==> config.mk <==
export PLATFORM = sky130hd
export DESIGN_NAME = conv_layer_input_ctrl
export DESIGN_NICKNAME = d
export VERILOG_FILES = /design/src/rtl/conv_layer_pkg.sv /design/src/rtl/conv_layer_ack_watchdog.sv /design/src/rtl/conv_layer_input_ctrl.sv
export SDC_FILE = /design/constraint.sdc
export NUM_CORES = 1
export LEC_CHECK = 0
export ABC_AREA = 0
export CORE_ASPECT_RATIO = 0.8
export CORE_MARGIN = 8
export CORE_UTILIZATION = 40
export CTS_CLUSTER_DIAMETER = 40
export DETAILED_ROUTE_END_ITERATION = 16
export GPL_ROUTABILITY_DRIVEN = 0
export GPL_TIMING_DRIVEN = 0
export HOLD_SLACK_MARGIN = 0.1
export PLACE_DENSITY_LB_ADDON = 0.15
export SYNTH_ARGS = -nofsm -noshare
export SYNTH_HDL_FRONTEND = slang
export SYNTH_SLANG_ARGS = --single-unit
export TNS_END_PERCENT = 50
==> constraint.sdc <==
create_clock -name clk -period 1.65 [get_ports clk]
set_input_delay 0.33 -clock clk [delete_from_list [all_inputs] [get_ports clk]]
set_output_delay 0.33 -clock clk [all_outputs]
set_load 0.01 [all_outputs]
==> src/rtl/conv_layer_pkg.sv <==
`default_nettype none
// ============================================================================
//  Module      : conv_layer_pkg
//  Description : Shared command/ack encodings for the conv-layer input
//                interface and the controller state type.
//  Revision    : 1.0  initial release
// ============================================================================
package conv_layer_pkg;

   // Command codes driven by the controller towards the input interface
   localparam logic [1:0] CMD_IDLE    = 2'd0;
   localparam logic [1:0] CMD_PRELOAD = 2'd1;
   localparam logic [1:0] CMD_SHIFT   = 2'd2;
   localparam logic [1:0] CMD_LOAD    = 2'd3;

   // Completion codes returned by the input interface
   localparam logic [1:0] ACK_IDLE        = 2'd0;
   localparam logic [1:0] ACK_PRELOAD_FIN = 2'd1;
   localparam logic [1:0] ACK_SHIFT_FIN   = 2'd2;
   localparam logic [1:0] ACK_LOAD_FIN    = 2'd3;

   typedef enum logic [3:0] {
      S_IDLE     = 4'd0,
      S_PRE_REQ  = 4'd1,
      S_PRE_WAIT = 4'd2,
      S_SH_REQ   = 4'd3,
      S_SH_WAIT  = 4'd4,
      S_LD_REQ   = 4'd5,
      S_LD_WAIT  = 4'd6,
      S_DONE     = 4'd7,
      S_ERR      = 4'd8
   } ctrl_state_t;

endpackage
`default_nettype wire

==> src/rtl/conv_layer_ack_watchdog.sv <==
`default_nettype none
// ============================================================================
//  Module      : conv_layer_ack_watchdog
//  Description : Cycle counter bounding the time spent waiting for an ack.
//                Counts while en_i is high, saturates at TIMEOUT-1 and
//                flags expiry on the cycle the count sits at TIMEOUT-1.
//  Ports       : clk, rst_n   - clock, async active-low reset
//                clr_i        - restart the count at zero
//                en_i         - count this cycle (controller is waiting)
//                expired_o    - wait budget exhausted this cycle
//  Revision    : 1.0  initial release
// ============================================================================
module conv_layer_ack_watchdog #(
   parameter int TIMEOUT = 64
) (
   input  logic clk,
   input  logic rst_n,
   input  logic clr_i,
   input  logic en_i,
   output logic expired_o
);

   localparam int               CNT_W = (TIMEOUT > 2) ? $clog2(TIMEOUT) : 1;
   localparam logic [CNT_W-1:0] LAST  = CNT_W'(TIMEOUT - 1);

   logic [CNT_W-1:0] count_q;
   logic [CNT_W-1:0] count_d;

   always_comb begin
      count_d = count_q;
      if (clr_i) begin
         count_d = '0;
      end else if (en_i && (count_q != LAST)) begin
         count_d = count_q + 1'b1;
      end
   end

   always_ff @(posedge clk or negedge rst_n) begin
      if (!rst_n) begin
         count_q <= '0;
      end else begin
         count_q <= count_d;
      end
   end

   assign expired_o = en_i && (count_q == LAST);

endmodule
`default_nettype wire

==> src/rtl/conv_layer_input_ctrl.sv <==
`default_nettype none
// ============================================================================
//  Module      : conv_layer_input_ctrl
//  Description : Command initiator for the conv-layer input interface.
//                Walks one image through PRELOAD, then alternating
//                SHIFT/LOAD, reporting each finished output row and frame
//                completion; a watchdog turns a stalled ack into err.
//  Ports       : clk, rst_n      - clock, async active-low reset
//                start_i         - frame request (honoured in idle/error)
//                abort_i         - return to idle next cycle, top priority
//                ack_i[1:0]      - interface completion code
//                cmd_o[1:0]      - single-cycle interface command
//                if_enable_o     - interface enable (mirrors busy)
//                busy_o          - frame in progress
//                row_valid_o     - pulse: row row_idx_o finished
//                row_idx_o       - current output row
//                done_o          - pulse: frame finished
//                err_o           - sticky ack-timeout error
//  Revision    : 1.0  initial release
// ============================================================================
module conv_layer_input_ctrl
   import conv_layer_pkg::*;
#(
   parameter int KERNEL_SIZE = 3,
   parameter int IMAGE_SIZE  = 8,
   parameter int NUM_ROWS    = IMAGE_SIZE - KERNEL_SIZE + 1,
   parameter int TIMEOUT     = 64,
   parameter int ROW_W       = (NUM_ROWS > 1) ? $clog2(NUM_ROWS) : 1
) (
   input  logic             clk,
   input  logic             rst_n,
   input  logic             start_i,
   input  logic             abort_i,
   input  logic [1:0]       ack_i,
   output logic [1:0]       cmd_o,
   output logic             if_enable_o,
   output logic             busy_o,
   output logic             row_valid_o,
   output logic [ROW_W-1:0] row_idx_o,
   output logic             done_o,
   output logic             err_o
);

   localparam logic [ROW_W-1:0] LAST_ROW = ROW_W'(NUM_ROWS - 1);

   ctrl_state_t      state_q,     state_d;
   logic [1:0]       cmd_q,       cmd_d;
   logic             busy_q,      busy_d;
   logic             row_valid_q, row_valid_d;
   logic [ROW_W-1:0] row_idx_q,   row_idx_d;
   logic             done_q,      done_d;
   logic             err_q,       err_d;

   logic wd_clr;
   logic wd_en;
   logic wd_expired;

   // Every WAIT state is entered from its REQ state, so clearing during the
   // REQ cycle makes the count start at zero on the first WAIT cycle.
   assign wd_clr = state_q inside {S_PRE_REQ, S_SH_REQ, S_LD_REQ};
   assign wd_en  = state_q inside {S_PRE_WAIT, S_SH_WAIT, S_LD_WAIT};

   conv_layer_ack_watchdog #(
      .TIMEOUT (TIMEOUT)
   ) u_watchdog (
      .clk       (clk),
      .rst_n     (rst_n),
      .clr_i     (wd_clr),
      .en_i      (wd_en),
      .expired_o (wd_expired)
   );

   always_comb begin
      state_d     = state_q;
      row_idx_d   = row_idx_q;
      row_valid_d = 1'b0;

      // A matching ack is tested before expiry so it wins on the last cycle.
      case (state_q)
         S_IDLE, S_ERR: begin
            if (start_i) begin
               state_d   = S_PRE_REQ;
               row_idx_d = '0;
            end
         end
         S_PRE_REQ: state_d = S_PRE_WAIT;
         S_PRE_WAIT: begin
            if (ack_i == ACK_PRELOAD_FIN) begin
               state_d = S_SH_REQ;
            end else if (wd_expired) begin
               state_d = S_ERR;
            end
         end
         S_SH_REQ: state_d = S_SH_WAIT;
         S_SH_WAIT: begin
            if (ack_i == ACK_SHIFT_FIN) begin
               row_valid_d = 1'b1;
               state_d     = (row_idx_q == LAST_ROW) ? S_DONE : S_LD_REQ;
            end else if (wd_expired) begin
               state_d = S_ERR;
            end
         end
         S_LD_REQ: state_d = S_LD_WAIT;
         S_LD_WAIT: begin
            if (ack_i == ACK_LOAD_FIN) begin
               row_idx_d = row_idx_q + 1'b1;
               state_d   = S_SH_REQ;
            end else if (wd_expired) begin
               state_d = S_ERR;
            end
         end
         S_DONE:  state_d = S_IDLE;
         default: state_d = S_IDLE;
      endcase

      if (abort_i) begin
         state_d     = S_IDLE;
         row_idx_d   = '0;
         row_valid_d = 1'b0;
      end

      // Outputs are registered copies of what the next state implies, so
      // they line up with the state the FSM occupies.
      case (state_d)
         S_PRE_REQ: cmd_d = CMD_PRELOAD;
         S_SH_REQ:  cmd_d = CMD_SHIFT;
         S_LD_REQ:  cmd_d = CMD_LOAD;
         default:   cmd_d = CMD_IDLE;
      endcase
      busy_d = !(state_d inside {S_IDLE, S_DONE, S_ERR});
      done_d = (state_d == S_DONE);
      err_d  = (state_d == S_ERR);
   end

   always_ff @(posedge clk or negedge rst_n) begin
      if (!rst_n) begin
         state_q     <= S_IDLE;
         cmd_q       <= CMD_IDLE;
         busy_q      <= 1'b0;
         row_valid_q <= 1'b0;
         row_idx_q   <= '0;
         done_q      <= 1'b0;
         err_q       <= 1'b0;
      end else begin
         state_q     <= state_d;
         cmd_q       <= cmd_d;
         busy_q      <= busy_d;
         row_valid_q <= row_valid_d;
         row_idx_q   <= row_idx_d;
         done_q      <= done_d;
         err_q       <= err_d;
      end
   end

   assign cmd_o       = cmd_q;
   assign busy_o      = busy_q;
   assign if_enable_o = busy_q;
   assign row_valid_o = row_valid_q;
   assign row_idx_o   = row_idx_q;
   assign done_o      = done_q;
   assign err_o       = err_q;

endmodule
`default_nettype wire

==> results.py <==
metrics = {
    "worst_setup_path": {
        "r2r_cells": 6,
        "critPathSlowestCell": "dfrtp_1",
        "regToRegEndpoint": "cmd_o[1]",
        "crit_end": "cmd_o[1]",
        "critPathRequiredTime_ps": 1840,
        "cp-end-kind": "flip-flop",
        "r2r_start": "u_watchdog.count_q[0]",
        "slowest_delay_ps": 410,
        "worstSetupStartpointType": "flip-flop",
        "cp_cell_sequence": "ha_4 -> nand4_1 -> o211ai_1 -> o2111ai_2 -> a21oi_1 -> and3b_1",
        "crit_fanout": 4,
        "crit_family": "compound AO/OA/AOI/OAI gates",
        "cp_num_cells": 6,
        "critical_path.startpoint": "u_watchdog.count_q[0]",
        "worstSetupPathType": "reg -> reg",
        "r2r_slack_ps": 20,
        "cp.buffers_inverters": 0,
        "critical_path_arrival_ps": 1830,
    },
    "clock_tree": {
        "cts.clk_slew.worst_paths_ps": 110,
        "cts_buffer_depth": 2,
        "insertion_delay_ps": 300,
        "cts_tree": "done",
        "cts_inserted_buffers": 3,
        "cts_max_level": 1,
        "cts.sinks": 19,
        "cts_root_buffer": "clkbuf_4",
    },
    "global_route": {
        "antenna_found_initial": 0,
        "overflow": 0,
        "grt_pass1_vias": 886,
        "grt_max_degree": 20,
        "grt.total_usage": 0.107,
        "grt_pass1_wl_um": 3970,
    },
    "placed_design": {
        "portBuffers": 15,
        "place_hpwl_um": 1730,
        "place_area_sq_mm": 0.00130,
    },
    "synth": {
        "syn_area_per_cell_sq_um": 9.59,
        "synth_top_family_by_area": "simple AND/OR/NAND/NOR gates",
        "synth-compound-area-share": 0.178,
        "syn_area_sq_mm": 0.00110,
        "synth_cells": 115,
        "yosysWarnings": 0,
        "synth_simple_gate_area_share": 0.252,
        "yosysSeqAreaShare": 0.431,
        "syn_nets": 124,
        "ys_async_sr_fraction": 1.00,
        "synth-edff-count": 0,
        "ys_seq_elements": 19,
        "synthXorXnorAreaFrac": 0.0477,
        "synth_adder_area_share": 0.0341,
        "muxShareOfSynthArea": 0.0193,
        "synthFlopType": "dfrtp_1",
        "synth.distinct_cells": 37,
    },
    "die": {
        "core_sq_mm": 0.00268,
        "die-area_sq_mm": 0.00470,
        "fp.dieW_um": 74.7,
        "core.rowCount": 17,
        "pin_count": 16,
        "floorplan.initialDensity": 0.411,
        "die_h_um": 63.0,
    },
    "route": {
        "drt-total-wl_um": 2370,
        "drc_errors": 0,
        "final_antenna_net_count": 0,
        "first_iter_violations": 56,
        "vias_per_cell": 5.09,
        "vias": 916,
        "first_pass_iters": 4,
        "wire_per_inst_um": 13.2,
    },
    "cells_and_area": {
        "layout-drive-gt1-share": 0.239,
        "layout_commonest_cell": "dfrtp_1",
        "final_cell_mix": "dfrtp_1, nand2_1, clkdlybuf4s50_1",
        "finish.instance_area_sq_mm": 0.00145,
        "multi_input_comb_area_sq_um": 642,
        "n_fill_cell": 234,
        "fin_nets": 152,
        "area_growth_pct": 31.8,
        "area.sequential_sq_um": 479,
        "insertedDiodeCount": 0,
    },
    "sta": {
        "finClkSkew_ps": 7.45,
        "fin_crit_ps": 1630,
        "finalMaxSlewViolations": 0,
        "worstMarginPinSlew_ps": 847,
        "fin_setup_tns_ps": 0,
        "min_period_over_period": 0.989,
        "setup_viol": 0,
        "maxSlewHeadroom": 0.434,
        "hold_viol_final": 0,
        "timing.fmax_mhz": 613,
        "rsz0062_at_grt": "yes",
    },
    "pwr": {
        "leakage_uw": 0.000644,
        "ir_drop_uv": 338,
        "power_density_mw_per_mm2": 746,
    },
    "min_path": {
        "min_path_type": "in -> async",
    },
    "flow_run": {
        "drv_cap": 0,
    },
    "run_status": {
        "status": "complete, no violations",
    },
}
-- stage by stage --
step	power, uW	instances	util	hold slack, ps	worst slack (ps)
floorplan	682	115	-	34.4	27.4
global placement	760	168	0.485	500	-289
detailed placement	764	168	0.485	502	-341
CTS	1050	176	0.512	534	2.45
global route	1150	180	0.542	579	-72.8
finish	1080	180	0.542	504	18.0
-- worst reg2reg max path, delay by kind of cell (launching register included) --
| family | cells | cell delay (ps) |
|---|---|---|
| flops | 1 | 410 |
| fa+ha+maj | 1 | 160 |
| compound gates | 3 | 640 |
| simple gates | 2 | 310 |
-- how the worst min path moves through the flow --
stage	from	endpoint	slack, ps	depth (start not counted)
floorplan	rst_n	busy_o	30	0
global placement	u_watchdog.count_q[0]	u_watchdog.count_q[0]	500	1
detailed placement	u_watchdog.count_q[0]	u_watchdog.count_q[0]	500	1
CTS	rst_n	err_o	530	1
global route	rst_n	err_o	580	1
finish	rst_n	err_o	500	1
-- state kept, by name, summed over array words and instances (netlist names) --
name and flops:
busy_o 1, cmd_o 2, done_o 1, err_o 1, row_idx_o 3, row_valid_o 1, state_q 4, u_watchdog.count_q 6
-- final cells by class --
cell class / count / area share
timing repair buffer: 23 / 0.149
buffer: 3 / 0.0181
multi-input combinational: 89 / 0.442
clock buffer: 4 / 0.0181
tap: 38 / 0.0327
inverter: 4 / 0.0103
sequential: 19 / 0.330
-- power breakdown --
group / internal (uW) / total [uW] / switching [uW]
Combinational: 159 / 300 / 141
Clock: 94.2 / 237 / 143
Sequential: 504 / 546 / 42.0
Total: 758 / 1080 / 325
-- per-layer routing --
| layer | up-vias | wire length, um | track usage |
|---|---|---|---|
| met5 | - | 0 | 0 |
| met4 | 0 | 29 | 0.0439 |
| met1 | 427 | 1190 | 0.150 |
| li1 | 463 | - | - |
| met3 | 4 | 115 | 0.0208 |
| met2 | 22 | 1040 | 0.151 |
-- cells in the mapped netlist (all sizes together) (3+ instances only) --
library cell | n | area (sq um)
nand3 | 4 | 20.0
xnor2 | 3 | 26.3
nand4 | 5 | 31.3
nand2 | 12 | 45.0
a21oi | 9 | 45.0
ha | 3 | 37.5
a21boi | 3 | 22.5
nor2 | 12 | 47.6
xor2 | 3 | 26.3
o21ai | 6 | 30.0
nor3 | 3 | 15.0
nand2b | 4 | 25.0
dfrtp | 19 | 475
inv | 4 | 15.0
buf | 3 | 26.3
-- cells by family (layout without fill, tap and decap cells) --
group           Yosys count  after routing
flops                    19             19
mux                       2              2
compound gates           27             27
simple gates             51             51
xor+xnor                  6              6
buf+inv                   7             34
fa+ha+maj                 3              3
-- what timing repair did --
| action | 4_1_cts | 5_1_grt |
|---|---|---|
| setup endpoints to repair | 8 | 13 |
| hold buffers | 0 | 0 |
| gates resized for setup | 7 | 12 |
| setup buffers | 4 | 4 |
| pin swaps | 5 | 7 |
Power figures use the tool's default switching activity.
